<file path="src/rtl/fsm_ctrl_pkg.sv">
// Shared constants for the pattern scan controller: state encoding, default width
// and the detector pattern.
package fsm_ctrl_pkg;

  localparam logic [2:0] ST_IDLE  = 3'd0;
  localparam logic [2:0] ST_CLEAR = 3'd1;
  localparam logic [2:0] ST_SHIFT = 3'd2;
  localparam logic [2:0] ST_DRAIN = 3'd3;
  localparam logic [2:0] ST_DONE  = 3'd4;

  localparam int DEFAULT_DATA_W = 16;

  // Sequence recognised by the companion detector, oldest bit in the MSB.
  localparam logic [4:0] DET_PATTERN = 5'b01010;

endpackage

</file>
<file path="src/rtl/piso_shift.sv">
// Parallel-in/serial-out register, MSB first, zero-filled; load wins over shift.
// Output is the registered MSB, no backpressure.
module piso_shift #(
  parameter int W = 16
) (
  input  logic         clk,
  input  logic         rst_n,
  input  logic         load,
  input  logic         shift,
  input  logic [W-1:0] din,
  output logic         msb
);

  logic [W-1:0] sr;

  always_ff @(posedge clk or negedge rst_n) begin
    if (!rst_n) begin
      sr <= '0;
    end else if (load) begin
      sr <= din;
    end else if (shift) begin
      sr <= sr << 1;
    end
  end

  assign msb = sr[W-1];

endmodule

</file>
<file path="src/rtl/pattern_scan_ctrl.sv">
// Job controller: clears the detector, shifts a word in MSB-first and counts matches.
// Latency len+3 cycles from start to done; start is ignored while busy, abort cancels.
module pattern_scan_ctrl
  import fsm_ctrl_pkg::*;
#(
  parameter int DATA_W = DEFAULT_DATA_W,
  parameter int CNT_W  = $clog2(DATA_W + 1)
) (
  input  logic              clk,
  input  logic              rst_n,
  input  logic              start,
  input  logic              abort,
  input  logic [DATA_W-1:0] data,
  input  logic [CNT_W-1:0]  len,
  output logic              busy,
  output logic              done,
  output logic [CNT_W-1:0]  match_count,
  output logic              det_x,
  output logic              det_rst_n,
  input  logic              det_y
);

  logic [2:0]       state, state_nxt;
  logic [CNT_W-1:0] bit_cnt;
  logic [CNT_W-1:0] len_clamped;
  logic             in_shift;
  logic             in_drain;
  logic             accept;
  logic             kill;
  logic             sr_msb;

  assign len_clamped = (len > CNT_W'(DATA_W)) ? CNT_W'(DATA_W) : len;
  assign accept      = start && ((state == ST_IDLE) || (state == ST_DONE));
  assign kill        = abort && busy;

  always_ff @(posedge clk or negedge rst_n) begin
    if (!rst_n) state <= ST_IDLE;
    else        state <= state_nxt;
  end

  always_comb begin
    state_nxt = state;
    case (state)
      ST_IDLE:  if (start) state_nxt = ST_CLEAR;
      ST_CLEAR: state_nxt = (bit_cnt == '0) ? ST_DRAIN : ST_SHIFT;
      ST_SHIFT: if (bit_cnt == CNT_W'(1)) state_nxt = ST_DRAIN;
      ST_DRAIN: state_nxt = ST_DONE;
      ST_DONE:  state_nxt = start ? ST_CLEAR : ST_IDLE;
      default:  state_nxt = ST_IDLE;
    endcase
    if (kill) state_nxt = ST_IDLE;
  end

  always_comb begin
    busy     = 1'b0;
    done     = 1'b0;
    in_shift = 1'b0;
    in_drain = 1'b0;
    case (state)
      ST_CLEAR: busy = 1'b1;
      ST_SHIFT: begin
        busy     = 1'b1;
        in_shift = 1'b1;
      end
      ST_DRAIN: begin
        busy     = 1'b1;
        in_drain = 1'b1;
      end
      ST_DONE:  done = 1'b1;
      default:  ;
    endcase
    det_x = in_shift & sr_msb;
  end

  piso_shift #(.W(DATA_W)) u_piso (
    .clk   (clk),
    .rst_n (rst_n),
    .load  (accept),
    .shift (in_shift),
    .din   (data),
    .msb   (sr_msb)
  );

  // Detector reset is registered so it is glitch-free: low in CLEAR and after an abort.
  always_ff @(posedge clk or negedge rst_n) begin
    if (!rst_n) begin
      bit_cnt     <= '0;
      match_count <= '0;
      det_rst_n   <= 1'b0;
    end else begin
      det_rst_n <= !(accept || kill);
      if (accept) begin
        bit_cnt <= len_clamped;
      end else if (in_shift) begin
        bit_cnt <= bit_cnt - 1'b1;
      end
      if (accept || kill) begin
        match_count <= '0;
      end else if ((in_shift || in_drain) && det_y) begin
        match_count <= match_count + 1'b1;
      end
    end
  end

endmodule

</file>
<file path="config.mk">
export PLATFORM = sky130hd
export DESIGN_NAME = pattern_scan_ctrl
export DESIGN_NICKNAME = d
export VERILOG_FILES = /design/src/rtl/fsm_ctrl_pkg.sv /design/src/rtl/piso_shift.sv /design/src/rtl/pattern_scan_ctrl.sv
export SDC_FILE = /design/constraint.sdc
export NUM_CORES = 1
export LEC_CHECK = 0
export CORE_ASPECT_RATIO = 0.75
export CORE_MARGIN = 5
export CORE_UTILIZATION = 45
export CTS_CLUSTER_DIAMETER = 40
export CTS_CLUSTER_SIZE = 10
export DETAILED_ROUTE_END_ITERATION = 12
export HOLD_SLACK_MARGIN = 0.02
export PLACE_DENSITY = 0.75
export SYNTH_ARGS = -nofsm -noshare
export SYNTH_HDL_FRONTEND = slang
export SYNTH_SLANG_ARGS = --single-unit
export TNS_END_PERCENT = 10
</file>
<file path="constraint.sdc">
create_clock -name clk -period 1.8 [get_ports clk]
set_clock_uncertainty 0.1 [all_clocks]
set_input_delay 0.45 -clock clk [delete_from_list [all_inputs] [get_ports clk]]
set_output_delay 0.45 -clock clk [all_outputs]
set_load 0.05 [all_outputs]
</file>
==> metrics.md <==
| Metric | Value |
|---|---|
| First-pass GRT wire length | `6.39 mm` |
| Synthesized instance count | `169` |
| Drt total wl | `3.84 mm` |
| CTS root buf | `clkbuf_8` |
| Starting Density | `47.1%` |
| Setup TNS | `-0.0502 ns` |
| Yosys warning count | `0` |
| DP HPWL | `2.60 mm` |
| RSZ-0062 raised after global routing | `yes` |
| Crit path largest cell delay | `0.46 ns` |
| Hold crit path type | `reg2reg` |
| Sequential fraction of the synthesis area | `48.2%` |
| Yosys cell types | `35` |
| Total global-route track usage | `17.2%` |
| Count leader, synth | `nand2_1` |
| Setup violators final | `2` |
| Yosys reg bits | `30` |
| I/O Pins | `35` |
| Initial DRC count | `108` |
| Worst Setup Start Kind | `flip-flop` |
| Number of port buffers | `34` |
| Worst path cell trace | `nor3b_4, and2_4, buf_12` |
| Worst Slack Setup Final | `-0.0432 ns` |
| Pwr dens | `1560 mW/mm2` |
| Lkg Pwr | `0.991 nW` |
| Maxcap violations | `0` |
| Overall die height | `61.0 um` |
| Achievable frequency | `543 MHz` |
| Min Tclk post-route | `1.84 ns` |
| Register share of total power | `34.3%` |
| CTS Buf Count | `5` |
| Via count of the first global-routing pass | `1376` |
| Clock power frac | `16.4%` |
| Crit-path slowest cell | `dfrtp_2` |
| Syn nets | `199` |
| NetSw | `1.37 mW` |
| # diodes | `0` |
| H-tree levels | `2` |
| Sw Ratio | `39.8%` |
| Max Buffers Root-to-Sink | `2` |
| Via-to-Cell Ratio | `5.47` |
| Pwr Total | `3.45 mW` |
| Die W | `78.0 um` |
| Layout cell share with drive strength beyond 1 | `21.7%` |
| Hold Fails Final Rpt | `0` |
| Core area | `0.00331 mm2` |
| Synth top area cells | `dfrtp_1 (48%), nand2_1 (7.7%), a31oi_1 (6.4%)` |
| DRT antenna net count | `0` |
| Max VDD drop | `0.000813 V` |
| Clk pin slew, worst setup/hold paths | `0.06 ns` |
| Fin crit share | `102%` |
| WS Path Type | `reg2out` |
| CP Data Required Time | `1.25 ns` |
| CTS tree | `built` |
| Total gr overflow | `0` |
| Top cell type's share of synthesized area | `48.2%` |
| Initial antenna violation count | `0` |
| Die footprint | `0.00475 mm2` |
| Worst-path fanout max | `5` |
| Vias | `1406` |
| Largest net degree at the start of global routing | `31` |
| Max-slew violations | `0` |
| DRC | `0` |
| Int Pwr | `2.07 mW` |
| Setup crit end kind | `output port` |
| Avg WL per Cell | `14.9 um` |
| Post-synth EDFFs | `0` |
| Cell taking the most area after synthesis | `dfrtp_1` |
| Combinational Power Share | `49.4%` |
| Clock Latency Late Sink | `0.28 ns` |
| FP Rows | `18` |
| Mean post-synth cell area | `9.22 um2` |
| Status | `complete, but fails checks` |
| Layout area overhead | `41.7%` |
| Post-synth top cells | `nand2_1 (32), dfrtp_1 (30), nor2_1 (20)` |
| Syn Std Cell Area | `0.00156 mm2` |
| DRT Pass-1 Iters | `4` |
| Violated checks | `negative setup slack` |
| WP data arrival | `1.29 ns` |
| Ys flop type | `dfrtp_1` |
| GPL Wtd Cong | `0.808` |
| CTS Sinks | `30` |
| Worst slew pin tran | `0.601 ns` |
| Nets@finish | `246` |
| Slew margin rel. | `59.5%` |
| Ys async rst share | `100%` |
[stage by stage]
step | cell area [um2] | cells | util [%] | worst slack (ns) | hold slack (ns)
finish | 2210 | 257 | 66.7 | -0.0432 | 0.431
global route | 2210 | 257 | 66.7 | -0.0802 | 0.438
CTS | 2180 | 255 | 65.8 | -0.0374 | 0.409
detailed placement | 2030 | 241 | 61.4 | -0.208 | 0.393
global placement | 2030 | 241 | 61.4 | -0.177 | 0.381
floorplan | 1570 | 169 | - | 0.00461 | 0.0544
[final cells by class]
cell class | count | area, um2
fillers | 251 | 1100
flip-flops and latches | 30 | 754
multi-input cells | 120 | 733
repair buffers | 51 | 549
clock buffers | 7 | 86.3
well taps | 40 | 50.0
inverters | 8 | 30.0
clock inverters | 1 | 5.00
[layout by cell type, fill, tap and decap left out, types with 4 or more instances in the layout]
cell type,count
nand2_1,32
clkbuf_8,6
dfrtp_1,27
nor2_1,19
clkdlybuf4s50_1,25
inv_1,8
nand3_1,6
buf_4,17
buf_12,8
a31oi_1,16
ha_1,4
[sequential cells by signal (all words and copies together) (netlist names)]
register,flops
bit_cnt,5
match_count,5
det_rst_n,1
state,3
u_piso.sr,16
[cell families (layout without fill, tap and decap cells)]
logic type	Yosys count	count (layout)	share of synthesized area (%)
AOI/OAI and AO/OA	30	30	12.8
and+or+nand+nor	77	77	23.8
adders and majority gates	4	4	3.21
muxes	5	5	3.61
xor gates and xnor gates	4	4	2.25
buffers and inverters	19	67	6.10
DFF	30	30	48.2
[worst paths after layout]
kind                                  from            end  slack, ns  cells after the start
worst max-delay path              state[0]          det_x      -0.04                      3
min in group asynchronous            rst_n     bit_cnt[4]       0.46                      2
worst min register to register  bit_cnt[4]     bit_cnt[4]       0.43                      1
worst max register to register    state[2]  u_piso.sr[11]       0.11                      5
worst min-delay path            bit_cnt[4]     bit_cnt[4]       0.43                      1
max in group asynchronous            rst_n       state[0]       0.84                      2
[what timing repair did]
action	CTS	global route
gates resized for setup	5	4
hold endpoints to repair	0	0
hold buffers	0	0
setup buffers	6	2
endpoints found under the setup margin	3	5
pin swaps	2	2
[layer usage]
| layer | wire [um] | global-route usage [%] | vias to the layer above |
|---|---|---|---|
| li1 | - | - | 678 |
| met1 | 1610 | 21.7 | 674 |
| met2 | 1900 | 29.1 | 50 |
| met3 | 291 | 6.08 | 4 |
| met4 | 45 | 3.13 | 0 |
| met5 | 0 | 0 | - |
[critical path: cells and delay by family, from the launching register on]
kind / cells / cell delay (ns)
simple gates: 2 / 0.42
buf+inv: 1 / 0.13
flops: 1 / 0.46
[power groups by stage]
stage | combinational, mW | sequential (mW) | clock (mW)
after CTS | 1.63 | 1.17 | 0.570
final | 1.70 | 1.18 | 0.564
after global routing | 1.87 | 1.21 | 0.601
after global placement | 1.45 | 1.17 | 0
after detailed placement | 1.51 | 1.20 | 0
after floorplan | 1.07 | 1.17 | 0
Note: power is estimated with default switching activity, not from simulation.
